### src/rtl/ifetch_unit.sv
// ----------------------------------------------------------------------------
// ifetch_unit
//
// Instruction-fetch stage sitting directly behind the PC register. It issues
// one handshaked read per instruction to instruction memory, captures the
// returned word into an output register for decode, and pulses pc_en for one
// cycle on the edge that loads that word so the PC register advances.
// A redirect flush discards the held or in-flight instruction, and a watchdog
// raises a sticky fetch_err if memory never answers.
//
// Ports:
//   clock        system clock, rising edge
//   reset        asynchronous active-low reset
//   run          fetch enable; 0 parks the FSM in IDLE after the current fetch
//   pc           current PC from the PC register
//   pc_en        one-cycle pulse, PC register loads next PC
//   imem_req     memory request valid
//   imem_addr    request address (follows pc while requesting)
//   imem_gnt     memory accepted the request this cycle
//   imem_rvalid  read data valid
//   imem_rdata   read data
//   flush        discard held/in-flight instruction (pc already redirected)
//   id_ready     decode accepts the held instruction this cycle
//   inst_valid   instruction register holds a valid word
//   inst         fetched instruction
//   inst_pc      address the instruction was fetched from
//   fetch_err    sticky watchdog error
//
// Handshakes: a memory request transfers on a cycle where imem_req and
// imem_gnt are both high; until then imem_req stays high and imem_addr may
// change with pc. An instruction transfers to decode on a cycle where
// inst_valid and id_ready are both high; inst/inst_pc are stable until then.
// ----------------------------------------------------------------------------
module ifetch_unit #(
    parameter int ADDR_W  = 32,
    parameter int DATA_W  = 32,
    parameter int TIMEOUT = 16
) (
    input  logic              clock,
    input  logic              reset,
    input  logic              run,
    input  logic [ADDR_W-1:0] pc,
    output logic              pc_en,
    output logic              imem_req,
    output logic [ADDR_W-1:0] imem_addr,
    input  logic              imem_gnt,
    input  logic              imem_rvalid,
    input  logic [DATA_W-1:0] imem_rdata,
    input  logic              flush,
    input  logic              id_ready,
    output logic              inst_valid,
    output logic [DATA_W-1:0] inst,
    output logic [ADDR_W-1:0] inst_pc,
    output logic              fetch_err
);

    typedef enum logic [2:0] {
        S_IDLE = 3'd0,
        S_REQ  = 3'd1,
        S_WAIT = 3'd2,
        S_HOLD = 3'd3,
        S_ERR  = 3'd4
    } state_t;

    // Watchdog value seen in the last WAIT cycle allowed without a response.
    localparam logic [7:0] WDOG_LAST = 8'(TIMEOUT - 1);

    state_t            state;
    state_t            state_nx;
    logic [7:0]        wdog;
    logic              drop;
    logic [ADDR_W-1:0] req_pc;

    logic rsp_take;     // response accepted into the instruction register
    logic rsp_drop;     // response discarded because of a flush
    logic wdog_expire;  // last permitted WAIT cycle passed with no response
    logic hold_leave;   // held instruction consumed or flushed

    // ------------------------------------------------------------------------
    // State register
    // ------------------------------------------------------------------------
    always_ff @(posedge clock or negedge reset) begin
        if (!reset) begin
            state <= S_IDLE;
        end else begin
            state <= state_nx;
        end
    end

    // ------------------------------------------------------------------------
    // Next state and combinational outputs
    // ------------------------------------------------------------------------
    always_comb begin
        state_nx    = state;
        // A flush in the same cycle as rvalid counts as a drop.
        rsp_take    = (state == S_WAIT) && imem_rvalid && !drop && !flush;
        rsp_drop    = (state == S_WAIT) && imem_rvalid && (drop || flush);
        wdog_expire = (state == S_WAIT) && !imem_rvalid && (wdog == WDOG_LAST);
        // Flush wins over id_ready; both free the instruction register.
        hold_leave  = (state == S_HOLD) && (flush || id_ready);
        imem_req    = (state == S_REQ);
        imem_addr   = (state == S_REQ) ? pc : '0;

        case (state)
            S_IDLE: if (run) state_nx = S_REQ;
            S_REQ:  if (imem_gnt) state_nx = S_WAIT;
            S_WAIT: begin
                if (rsp_take) begin
                    state_nx = S_HOLD;
                end else if (rsp_drop) begin
                    state_nx = run ? S_REQ : S_IDLE;
                end else if (wdog_expire) begin
                    state_nx = S_ERR;
                end
            end
            S_HOLD: if (hold_leave) state_nx = run ? S_REQ : S_IDLE;
            S_ERR:  state_nx = S_ERR;
            default: state_nx = S_IDLE;
        endcase
    end

    // ------------------------------------------------------------------------
    // Datapath and registered outputs
    // ------------------------------------------------------------------------
    always_ff @(posedge clock or negedge reset) begin
        if (!reset) begin
            pc_en      <= 1'b0;
            inst_valid <= 1'b0;
            inst       <= '0;
            inst_pc    <= '0;
            fetch_err  <= 1'b0;
            wdog       <= '0;
            drop       <= 1'b0;
            req_pc     <= '0;
        end else begin
            // Only the edge that loads inst advances the PC; since every load
            // is followed by at least HOLD and REQ, pulses are never adjacent.
            pc_en <= rsp_take;

            if ((state == S_REQ) && imem_gnt) begin
                req_pc <= pc;
                wdog   <= '0;
            end else if ((state == S_WAIT) && !imem_rvalid) begin
                wdog <= wdog + 8'd1;
            end

            // The drop flag lives for one transaction: set by a flush while
            // waiting, cleared by the response it discards.
            if (state == S_WAIT) begin
                if (imem_rvalid) begin
                    drop <= 1'b0;
                end else if (flush) begin
                    drop <= 1'b1;
                end
            end

            if (rsp_take) begin
                inst       <= imem_rdata;
                inst_pc    <= req_pc;
                inst_valid <= 1'b1;
            end else if (hold_leave) begin
                inst_valid <= 1'b0;
            end

            if (wdog_expire) begin
                fetch_err <= 1'b1;
            end
        end
    end

endmodule

### config.mk
export PLATFORM = sky130hd
export DESIGN_NAME = ifetch_unit
export DESIGN_NICKNAME = d
export VERILOG_FILES = /design/src/rtl/ifetch_unit.sv
export SDC_FILE = /design/constraint.sdc
export NUM_CORES = 1
export LEC_CHECK = 0
export ABC_AREA = 1
export CAP_MARGIN = 30
export CORE_UTILIZATION = 35
export DETAILED_ROUTE_END_ITERATION = 8
export HOLD_SLACK_MARGIN = 0.03
export PLACE_DENSITY = 0.77
export REMOVE_ABC_BUFFERS = 1
export SYNTH_ARGS = -nofsm -noshare
export SYNTH_HDL_FRONTEND = slang
export SYNTH_SLANG_ARGS = --single-unit
### constraint.sdc
create_clock -name clock -period 1.55 [get_ports clock]
set_input_delay 0.465 -clock clock [delete_from_list [all_inputs] [get_ports clock]]
set_output_delay 0.465 -clock clock [all_outputs]
set_load 0.05 [all_outputs]
Yosys cells after proc, flatten, opt, wreduce, memory -nomap -nowiden
Cells that the tools add are included.
{ "op_classes": {"n_addsub": 1, "n_eq_ne": 9, "muxes": 15, "n_reduce_logical": 19} }
{ "op_table": {"columns": ["operator", "n"], "rows": [
  ["two-way mux 32 bit", 1],
  ["two-way mux 3 bit", 6],
  ["two-way mux 8 bit", 2],
  ["one-hot mux 3 bit (5 select lines)", 1],
  ["adder 8 x 1 -> 8 bit (second input constant)", 1],
  ["== test 8 x 4 -> 1 bit (second input constant)", 1],
  ["logical AND 1 bit", 8],
  ["== test 3 x 2 -> 1 bit (second input constant)", 2],
  ["nonzero test 2 bit", 3],
  ["two-way mux 1 bit", 5],
  ["!= test 2 bit (second input constant)", 2],
  ["!= test 4 bit (second input constant)", 1],
  ["AND reduction 4 bit", 1],
  ["== test 3 x 1 -> 1 bit (second input constant)", 1],
  ["== test 3 bit (second input constant)", 1],
  ["logical NOT 1 bit", 3],
  ["logical NOT 3 bit", 1],
  ["logical OR 1 bit", 2],
  ["!= test 2 x 1 -> 1 bit (second input constant)", 1],
  ["AND reduction 2 bit", 1]
]} }
{ "word_totals": {"reg_bits": 111, "inputBits": 71, "out_inout_bits": 100, "wordCells": 53} }

Depth between registers and ports, before layout
{ "logic_depth": {"ltp_word": 7, "depth_mapped": 8, "mapped_depth_nobuf": 7} }

Worst setup path before layout
OpenSTA, ideal clock, no wires.
{ "synth_timing": {"path_type": "reg-to-output", "startpoint": "register state[2]", "endpoint": "output imem_addr[11]", "arrival_ns": 2.102, "t_required_ns": 1.085, "path_slack_ns": -1.017, "path_stages_with_launch": 5, "n_path_buf": 1, "path_cell_list": "dfrtp_1 -> nor3_4 -> inv_1 -> buf_1 -> nor2_1"} }
{ "synth_between": {"elab_chain_cells": 2} }
{ "synth_rtl": {"columns": ["item", "line", "source"], "rows": [
  ["start, declared", "68", "state_t state;"],
  ["start signal, assigned", "86", "state <= state_nx;"],
  ["== test 3 x 1 -> 1 bit", null, null],
  ["via imem_req", "44", "output logic imem_req,"],
  ["two-way mux 32 bit", "102", "imem_addr = (state == S_REQ) ? pc : '0;"],
  ["end, declared", "45", "output logic [ADDR_W-1:0] imem_addr,"]
]} }
The timed path passes the listed nets, and every way through them passes these cells.

Worst setup path in the final report
{ "layout_timing": {"startpoint": "register state[0]", "endpoint": "output imem_addr[15]"} }
{ "layout_between": {"elab_chain_cells": 2} }
{ "layout_rtl": {"columns": ["item", "line"], "rows": [
  ["== test 3 x 1 -> 1 bit", "102"],
  ["two-way mux 32 bit", "102"]
]} }
No other way between the ends.

==> run summary <==
- top cell types by occurrence after synthesis: sky130_fd_sc_hd__nand2_1, sky130_fd_sc_hd__dfrtp_1, sky130_fd_sc_hd__nor2_1, sky130_fd_sc_hd__inv_1, sky130_fd_sc_hd__o21ai_1
- floorplan die area: 13700 um^2
- clock network latency to the later pin of the worst-skew pair: 350 ps
- Worst Reg-to-Reg Cells: 9
- max_cap viols: 0
- Avg Cell Area, Syn: 8.34 um^2
- total count of max-transition violations in the final report: 0
- share of the synthesized area in the top cell type: 59.9%
- achievable clock frequency: 0.489 GHz
- post-layout min period: 2050 ps
- min-delay worst type: flop to flop
- number of synthesized flops with an enable pin: 0
- CTS max path bufs: 2
- unrepaired setup endpoints after global routing: true
- Post-DRT Antenna Nets: 0
- drt drc: 0
- Initial Utilization: 36.3%
- post-route clock period utilization: 132%
- number of clock buffers inserted by TritonCTS: 9
- die height: 117 um
- most common cell in the synthesized netlist: sky130_fd_sc_hd__nand2_1
- vias after detailed routing: 4454
- global route overflow: 0
- non-filler instance count after layout: 958
- Peak supply drop: 1.20 mV
- Detail Placement HPWL: 8700 um
- Worst-Margin Slew: 419 ps
- violated checks: negative setup slack
- fraction of layout cells with a size suffix above 1: 34.4%
- detailed-route wire length per cell: 14.4 um
- Max-Slew Margin vs Limit: 72.0%
- count of buffers inserted at the top-level ports: 170
- final setup slack of the worst path: -495 ps
- # placed instances: 926
- number of filler instances in the final layout: 931
- sum of negative setup slack: -15420 ps
- total area of multi-input combinational cells: 1850 um^2
- Diodes inserted: 0
- post-synthesis sequential element count: 111
- core box area: 12800 um^2
- first-pass GRT wire length: 19900 um
- dominant cells by area after synthesis: sky130_fd_sc_hd__dfrtp_1, sky130_fd_sc_hd__nand2_1, sky130_fd_sc_hd__nor2_1, sky130_fd_sc_hd__inv_1, sky130_fd_sc_hd__o21ai_1
- launch point of the worst path: state[0]
- clock skew: 6.49 ps
- TritonCTS sink count: 111
- x dimension of the die: 117 um
- run status: finished, violations left
- DRC marker count from the first detailed-route iteration: 289
- nets@finish: 853
- cell taking the most area after synthesis: sky130_fd_sc_hd__dfrtp_1
- Top-Level Pins: 171
- FP Rows: 41
- gate count of the mapped netlist: 556
- total power density per cell area: 2270 nW/um^2
- part of the Yosys area used for sequential elements: 59.9%
- area taken by flip-flops and latches: 2780 um^2
- clock tree from TritonCTS: done
- largest net degree at the start of global routing: 48
- CP Class: flop to output port
- Reg-to-Reg End: req_pc[19]
- GRT Util Overall: 19.0%
- Final Wtd Congestion: 0.827
- number of detailed-route iterations in the first pass: 7
- DR vias/cell: 4.65
- Arr. time, crit path: 1580 ps
- Yosys warning total: 0
- Final Hold Vio Count: 0
- async set or reset register ratio after synthesis: 100%
- sort of element at the end of the critical path: output port
- Post-Route WL: 13800 um
- Pleak: 4.24 nW
- launch instance of the worst min-delay path: req_pc[30]
- antenna violations before repair: 0
- Reg2Reg Launch Point: state[0]
- highest fanout seen on the critical path: 6
- capture point of the worst path: imem_addr[15]
- register-to-register path setup slack: -20 ps
- critical path data required time: 1080 ps
- Synth Flop Type: sky130_fd_sc_hd__dfrtp_1
- CTS HTree Levels: 3
- Mapped Area: 4630 um^2
- launching element type of the critical path: flop
- Final setup violation count: 55
- via count of the first global-routing pass: 4170
- clock transition at the register clock pins on the worst setup and hold paths after CTS: 70 ps
- root buffer cell: sky130_fd_sc_hd__clkbuf_16
- number of distinct library cell variants in the gate-level netlist after synthesis: 24
- area added between synthesis and finish: 83.8%
[where the power goes]
group          leakage, nW  switching [mW]  total (mW)  internal (mW)
clock                0.144            1.07        2.39           1.32
combinational         2.68            6.34        11.7           5.32
sequential            1.42            1.18        5.32           4.14
total                 4.24            8.60        19.4           10.8
[worst min-delay path by stage]
| stage | end | slack [ps] | cells past startpoint |
|---|---|---|---|
| detailed placement | inst[10] | 350 | 1 |
| global placement | inst[10] | 340 | 1 |
| floorplan | drop | 170 | 0 |
| global route | inst_pc[30] | 490 | 2 |
| CTS | inst_pc[28] | 470 | 2 |
| finish | inst_pc[30] | 470 | 2 |
[cells in the final DEF, fill, tap and decap left out, types with 2 or more instances in the layout]
master,count
sky130_fd_sc_hd__nand2_1,234
sky130_fd_sc_hd__dfrtp_1,111
sky130_fd_sc_hd__buf_12,76
sky130_fd_sc_hd__clkdlybuf4s50_1,69
sky130_fd_sc_hd__inv_1,43
sky130_fd_sc_hd__buf_4,43
sky130_fd_sc_hd__buf_6,37
sky130_fd_sc_hd__nor2_2,25
sky130_fd_sc_hd__nand2_2,24
sky130_fd_sc_hd__o21ai_1,20
sky130_fd_sc_hd__nor2_1,15
sky130_fd_sc_hd__clkbuf_16,15
sky130_fd_sc_hd__o21ai_2,13
sky130_fd_sc_hd__nor2_4,10
sky130_fd_sc_hd__nand3_1,8
sky130_fd_sc_hd__inv_2,5
sky130_fd_sc_hd__buf_8,5
sky130_fd_sc_hd__a21oi_1,4
sky130_fd_sc_hd__nand3_2,3
sky130_fd_sc_hd__o21ai_0,3
sky130_fd_sc_hd__nand2_8,2
sky130_fd_sc_hd__nand4_1,2
sky130_fd_sc_hd__nand2_4,2
sky130_fd_sc_hd__clkinvlp_4,2
[metal layers]
metal	vias to the layer above	global-route usage [%]	wire length [um]
li1	2139	-	-
met1	2152	22.9	5680
met3	16	6.13	946
met4	0	4.98	174
met2	147	33.0	6960
met5	-	0	0
[registers in the layout (all words and copies together), names as in the netlist]
register and count:
inst_valid 1, state 3, pc_en 1, inst 32, req_pc 32, fetch_err 1, wdog 8, inst_pc 32
drop 1
[cells by family after synthesis]
family | synth area share [%]
AND/OR/NAND/NOR | 27.5
flip-flops | 59.9
buffers and inverters | 7.21
AO/OA/AOI/OAI | 4.91
XOR/XNOR | 0.189
adder cells (fa/ha/maj) | 0.270
[through the flow]
step           utilization (%)  setup slack [ps]  area (um^2)  hold WS (ps)  power, mW
3_5_place_dp              58.6              -359         7490           350       15.6
4_1_cts                   62.4              -483         7980           474       18.4
3_3_place_gp              58.6              -306         7490           344       15.5
2_1_floorplan                -             -1200         4480           169       10.1
6_report                  66.7              -495         8520           471       19.4
5_1_grt                   66.7              -568         8520           495       20.3
[final cells by class]
| cell class | count | share of cell area (%) |
|---|---|---|
| Clock buffer | 11 | 2.85 |
| Clock inverter | 5 | 0.764 |
| Inverter | 49 | 2.19 |
| Multi-Input combinational cell | 373 | 21.7 |
| Sequential cell | 111 | 32.6 |
| Tap cell | 172 | 2.53 |
| Timing Repair Buffer | 237 | 37.4 |
[worst max-delay path, stage by stage (launching register included)]
cell and delay (ps):
sky130_fd_sc_hd__dfrtp_1 360, sky130_fd_sc_hd__inv_2 60, sky130_fd_sc_hd__nor3_4 230, sky130_fd_sc_hd__inv_4 110
sky130_fd_sc_hd__clkbuf_16 200, sky130_fd_sc_hd__nor2_4 100, sky130_fd_sc_hd__buf_6 160
[repair_timing]
action                                  CTS  global route
setup buffers                             4             2
gates resized for setup                  45           109
endpoints found under the setup margin   33           124
hold buffers                              1             0
cloned                                    0            10
pin swaps                                 2             4
endpoints found under the hold margin    13             0
Power figures use the tool's default switching activity.
